[config.mk]
export PLATFORM = sky130hd
export DESIGN_NAME = alu_seq
export DESIGN_NICKNAME = d
export VERILOG_FILES = /design/src/rtl/alu_seq.sv
export SDC_FILE = /design/constraint.sdc
export NUM_CORES = 1
export LEC_CHECK = 0
export ABC_AREA = 0
export BUFFER_PORTS_ARGS = -buffer_cell sky130_fd_sc_hd__buf_4
export CAP_MARGIN = 20
export CORE_ASPECT_RATIO = 1.75
export CORE_UTILIZATION = 30
export DETAILED_ROUTE_END_ITERATION = 12
export PLACE_DENSITY = 0.45
export RECOVER_POWER = 25
export SLEW_MARGIN = 20
export SYNTH_ARGS = -nofsm -noshare
export SYNTH_HDL_FRONTEND = slang
export SYNTH_SLANG_ARGS = --single-unit
[constraint.sdc]
create_clock -name clk -period 3.7 [get_ports clk]
set_input_delay 0.37 -clock clk [delete_from_list [all_inputs] [get_ports clk]]
set_output_delay 0.37 -clock clk [all_outputs]
set_load 0.05 [all_outputs]
[src/rtl/alu_seq.sv]
// alu_seq: sequential ALU with the 16-op alu_sel encoding, an iterative
// shift-add multiplier and a restoring divider, both producing double-width
// results, plus zero and divide-by-zero flags.
//
// Handshakes: a request transfers on a rising edge where in_valid && in_ready;
// a result transfers on a rising edge where out_valid && out_ready. in_ready
// and out_valid come only from the state register, and the requester must
// hold in_valid and its operands until the transfer happens.
module alu_seq #(
   parameter int WIDTH = 8
) (
   input  logic             clk,
   input  logic             rst,
   input  logic             in_valid,
   output logic             in_ready,
   input  logic [WIDTH-1:0] A,
   input  logic [WIDTH-1:0] B,
   input  logic [3:0]       alu_sel,
   output logic             out_valid,
   input  logic             out_ready,
   output logic [WIDTH-1:0] alu_out,
   output logic [WIDTH-1:0] alu_out_hi,
   output logic             c_out,
   output logic             zero,
   output logic             div_by_zero,
   output logic [1:0]       state_dbg
);

   localparam int CW = $clog2(WIDTH + 1);

   typedef enum logic [1:0] {
      S_IDLE = 2'd0,
      S_CALC = 2'd1,
      S_DONE = 2'd2
   } state_t;

   state_t           state_q, state_d;
   logic [CW-1:0]    cnt_q, cnt_d;
   logic [WIDTH-1:0] b_q, b_d;
   logic [WIDTH-1:0] hi_q, hi_d;      // MUL partial-product high / DIV remainder
   logic [WIDTH-1:0] lo_q, lo_d;      // MUL multiplier+low product / DIV quotient
   logic             div_op_q, div_op_d;
   logic [WIDTH-1:0] out_q, out_d;
   logic [WIDTH-1:0] out_hi_q, out_hi_d;
   logic             c_q, c_d;
   logic             zero_q, zero_d;
   logic             dbz_q, dbz_d;

   logic [WIDTH:0]   sum_ext;
   logic [WIDTH-1:0] one_res, one_hi;
   logic             one_c, one_dbz;
   logic [WIDTH:0]   mul_sum;
   logic [WIDTH:0]   div_sh;
   logic             div_ge;
   logic [WIDTH-1:0] step_hi, step_lo;
   logic             needs_calc;

   // Single-step result straight from the request operands (used at accept).
   always_comb begin
      sum_ext = {1'b0, A} + {1'b0, B};
      one_res = '0;
      one_hi  = '0;
      one_c   = 1'b0;
      one_dbz = 1'b0;
      case (alu_sel)
         4'h0: begin one_res = sum_ext[WIDTH-1:0]; one_c = sum_ext[WIDTH]; end
         4'h1: begin one_res = A - B; one_c = (A < B); end
         4'h3: begin one_res = '1; one_hi = A; one_dbz = 1'b1; end // only B == 0 lands here
         4'h4: begin one_res = {A[WIDTH-2:0], 1'b0}; one_c = A[WIDTH-1]; end
         4'h5: begin one_res = {1'b0, A[WIDTH-1:1]}; one_c = A[0]; end
         4'h6: begin one_res = {A[WIDTH-2:0], A[WIDTH-1]}; one_c = A[WIDTH-1]; end
         4'h7: begin one_res = {A[0], A[WIDTH-1:1]}; one_c = A[0]; end
         4'h8: one_res = A & B;
         4'h9: one_res = A | B;
         4'hA: one_res = A ^ B;
         4'hB: one_res = ~(A | B);
         4'hC: one_res = ~(A & B);
         4'hD: one_res = ~(A ^ B);
         4'hE: one_res = {{(WIDTH-1){1'b0}}, (A > B)};
         4'hF: one_res = {{(WIDTH-1){1'b0}}, (A == B)};
         default: one_res = '0;
      endcase
   end

   // One iteration of shift-add multiply or restoring divide.
   always_comb begin
      mul_sum = {1'b0, hi_q} + (lo_q[0] ? {1'b0, b_q} : {(WIDTH+1){1'b0}});
      div_sh  = {hi_q, lo_q[WIDTH-1]};
      div_ge  = (div_sh >= {1'b0, b_q});
      if (div_op_q) begin
         // When div_ge holds the true difference is below B, so W bits suffice.
         step_hi = div_ge ? (div_sh[WIDTH-1:0] - b_q) : div_sh[WIDTH-1:0];
         step_lo = {lo_q[WIDTH-2:0], div_ge};
      end else begin
         step_hi = mul_sum[WIDTH:1];
         step_lo = {mul_sum[0], lo_q[WIDTH-1:1]};
      end
   end

   // Next-state and datapath register updates.
   always_comb begin
      state_d    = state_q;
      cnt_d      = cnt_q;
      b_d        = b_q;
      hi_d       = hi_q;
      lo_d       = lo_q;
      div_op_d   = div_op_q;
      out_d      = out_q;
      out_hi_d   = out_hi_q;
      c_d        = c_q;
      zero_d     = zero_q;
      dbz_d      = dbz_q;
      needs_calc = (alu_sel == 4'h2) || ((alu_sel == 4'h3) && (B != '0));
      case (state_q)
         S_IDLE: begin
            if (in_valid) begin
               b_d      = B;
               hi_d     = '0;
               lo_d     = A;
               div_op_d = (alu_sel == 4'h3);
               if (needs_calc) begin
                  cnt_d   = CW'(WIDTH);
                  state_d = S_CALC;
               end else begin
                  out_d    = one_res;
                  out_hi_d = one_hi;
                  c_d      = one_c;
                  zero_d   = (one_res == '0);
                  dbz_d    = one_dbz;
                  state_d  = S_DONE;
               end
            end
         end
         S_CALC: begin
            hi_d  = step_hi;
            lo_d  = step_lo;
            cnt_d = cnt_q - CW'(1);
            if (cnt_q == CW'(1)) begin
               out_d    = step_lo;
               out_hi_d = step_hi;
               c_d      = div_op_q ? 1'b0 : (step_hi != '0);
               zero_d   = (step_lo == '0);
               dbz_d    = 1'b0;
               state_d  = S_DONE;
            end
         end
         S_DONE: begin
            if (out_ready) state_d = S_IDLE;
         end
         default: state_d = S_IDLE;
      endcase
   end

   // State and datapath registers, cleared asynchronously.
   always_ff @(posedge clk or posedge rst) begin
      if (rst) begin
         state_q  <= S_IDLE;
         cnt_q    <= '0;
         b_q      <= '0;
         hi_q     <= '0;
         lo_q     <= '0;
         div_op_q <= 1'b0;
         out_q    <= '0;
         out_hi_q <= '0;
         c_q      <= 1'b0;
         zero_q   <= 1'b0;
         dbz_q    <= 1'b0;
      end else begin
         state_q  <= state_d;
         cnt_q    <= cnt_d;
         b_q      <= b_d;
         hi_q     <= hi_d;
         lo_q     <= lo_d;
         div_op_q <= div_op_d;
         out_q    <= out_d;
         out_hi_q <= out_hi_d;
         c_q      <= c_d;
         zero_q   <= zero_d;
         dbz_q    <= dbz_d;
      end
   end

   assign in_ready    = (state_q == S_IDLE);
   assign out_valid   = (state_q == S_DONE);
   assign alu_out     = out_q;
   assign alu_out_hi  = out_hi_q;
   assign c_out       = c_q;
   assign zero        = zero_q;
   assign div_by_zero = dbz_q;
   assign state_dbg   = state_q;

endmodule

==> flow_summary.ini <==
[critical_path]
start_kind = flop
cp.required_ns = 3.89
slowest_stage = o311ai_0
critPathMaxFanout = 6
worst-r2r-setup-slack_ns = 0.54
path_cells = ha_1 -> a21oi_2 -> a2111oi_4 -> o21ai_0 -> nand2_1 -> o311ai_0 -> nand4b_1 -> a41o_1
crit_type = flop to flop
cp-end-kind = flop
cpPeakStageDelay_ns = 0.77
cp_num_buf_inv = 0
cp.arrival_ns = 3.36
critPathTopFamily = compound AO/OA/AOI/OAI gates

[floorplan]
core_area_um2 = 16400
die_area_um2 = 17200
die_x_um = 99.6
start_util_pct = 30.6
die_y_um = 173
rows = 62
io_pins = 47

[route]
dr.first_iter.drc_count = 233
vias = 4831
wl_met3_um = 507
top_layer = met4
wl_per_cell_um = 20.9
drt_wl_total_um = 18300
drc = 2
dr_wl_met2_um = 10200
first_pass_iters = 10
via_per_inst = 5.52
drtAntennaViolNets = 0
drt-met1-wl_um = 6570

[cts]
cts.clk_slew.worst_paths_ns = 0.07
cts_buffers = 5
post-cts-setup-buffers = 0
postCtsResizedCells = 0
clock_path_buffers = 2
clkSinkCount = 50
clk_latency_ns = 0.30
h-tree-depth = 2
root_buffer = clkbuf_16
ctsHoldBuffers = 0
cts_tree = yes

[status]
status = complete, but fails checks
violations = DRC

[finish]
nets = 721
drive_gt1_share_pct = 12.7
final_area_um2 = 5660
fin_util_pct = 34.6
antenna_cells = 0
areaGrowthSynthToFinish_pct = 13.1

[synth]
avgSynthCellArea_um2 = 8.00
syn_inst = 625
async_reset_ff_share_pct = 100
synth_area_um2 = 5000
synth_edf_count = 0
ys_types = 72
yosys_warnings = 0
syn_nets = 695
synthFlopType = dfrtp_1
synth-seq-area-share_pct = 25.0
ys_ff_latch = 50

[timing]
fmax_ghz = 0.316
relSlewSlack_pct = 19.9
hold_violations = 0
grt_setup_unrepaired = false
finalSetupViolations = 0
whs_ns = 0.253
worst_pin_slew_ns = 1.20
setup_tns_ns = 0
drv_slew = 0
finalCriticalPeriod_ns = 3.16
period_share_pct = 85.5
fin_skew_ns = 0.0123

[power]
pwr-share-seq_pct = 26.1
clockPowerShare_pct = 13.1
p_per_area_nw_per_um2 = 623
p_comb_share_pct = 60.8
p_sw_uw = 1760
finalPower_uw = 3530
p_sw_share_pct = 49.9
p_int_uw = 1770
p_leak_uw = 0.00253
vdd_drop_max_mv = 0.225

[hold_path]
min_path_type = primary input to flop

[place]
port_buffers = 46
gp_congestion = 0.927
dp_hpwl_um = 14700
placed_cell_area_um2 = 5520

[grt]
antenna_found_initial = 0
grt-ovfl-total = 0
grtUsageTotal_pct = 21.9
grt_max_degree = 38
grt_pass1_vias = 4935
grt_pass1_wl_um = 28400

[run]
max-cap-violations = 0
-- cell type report --
class	count	area (um2)
Fill cell	1764	10700
Multi-Input combinational cell	495	3410
Sequential cell	50	1250
Timing Repair Buffer	55	413
Tap cell	224	280
Inverter	44	165
Clock buffer	5	125
Clock inverter	2	13.8
-- cells in the mapped netlist, drive strengths merged, types with 7 or more instances --
cell	instances	area [um2]
a21o	9	67.6
a211oi	9	72.6
buf	13	91.3
nand4	8	50.1
o21ai	48	240
a31oi	7	43.8
nor3	10	50.1
nand2	64	240
xnor2	14	123
nor2	45	171
nor3b	9	67.6
inv	44	165
mux2i	14	140
nor2b	17	106
clkbuf	23	86.3
ha	42	526
a22oi	11	82.6
a21oi	42	214
and2	12	75.1
dfrtp	50	1250
nand3	11	55.1
xor2	9	78.8
-- power groups by stage --
stage	logic (uW)	registers (uW)	clock network, uW
after global routing	2330	957	496
after floorplan	1240	1180	0
after detailed placement	2130	936	0
after global placement	2120	928	0
final	2140	921	462
after CTS	2140	927	475
-- worst paths after layout --
| path | startpoint | end | cells past startpoint |
|---|---|---|---|
| max in group asynchronous | rst | b_q[5]$_DFFE_PP0P_ | 3 |
| min in group asynchronous | rst | alu_out[2]$_DFFE_PP0P_ | 2 |
| min | out_ready | state_dbg[1]$_DFFE_PP0P_ | 2 |
| min reg2reg | alu_out[2]$_DFFE_PP0P_ | alu_out[2]$_DFFE_PP0P_ | 2 |
| max reg2reg | hi_q[1]$_DFFE_PP0P_ | c_out$_DFFE_PP0P_ | 8 |
| max | hi_q[1]$_DFFE_PP0P_ | c_out$_DFFE_PP0P_ | 8 |
-- state kept, by name, indices dropped and copies added (netlist names), 2 cells and up --
signal and flops:
hi_q 8, b_q 8, alu_out_hi 8, cnt_q 4, alu_out 8, lo_q 8, state_dbg 2
-- layout by cell type (no fill, tap or decap), types with 12 or more instances in the layout --
cell type | synthesis | routed
a21oi_1 | 41 | 41
nand2_1 | 64 | 64
nor2b_1 | 17 | 17
buf_4 | 0 | 54
ha_1 | 42 | 42
o21ai_0 | 48 | 48
mux2i_1 | 14 | 14
nor2_1 | 44 | 44
dfrtp_1 | 50 | 50
and2_1 | 12 | 12
xnor2_1 | 14 | 14
inv_1 | 44 | 44
-- stage by stage --
step	std cells	setup WS [ns]
6_report	875	0.535
5_1_grt	875	0.284
4_1_cts	875	0.515
3_5_place_dp	868	0.550
3_3_place_gp	868	0.637
2_1_floorplan	625	0.949
-- routing by layer --
metal | up-vias | GRT usage, %
met2 | 137 | 42.5
met5 | - | 0
li1 | 2315 | -
met3 | 52 | 1.74
met1 | 2327 | 22.2
met4 | 0 | 12.9
-- logic make-up after synthesis --
group / count (synthesis) / synth area share (%)
fa+ha+maj: 46 / 12.1
simple gates: 213 / 21.9
flops: 50 / 25.0
xor+xnor: 23 / 4.03
mux: 18 / 3.70
compound gates: 195 / 26.4
buf+inv: 80 / 6.85
Power figures use the tool's default switching activity.
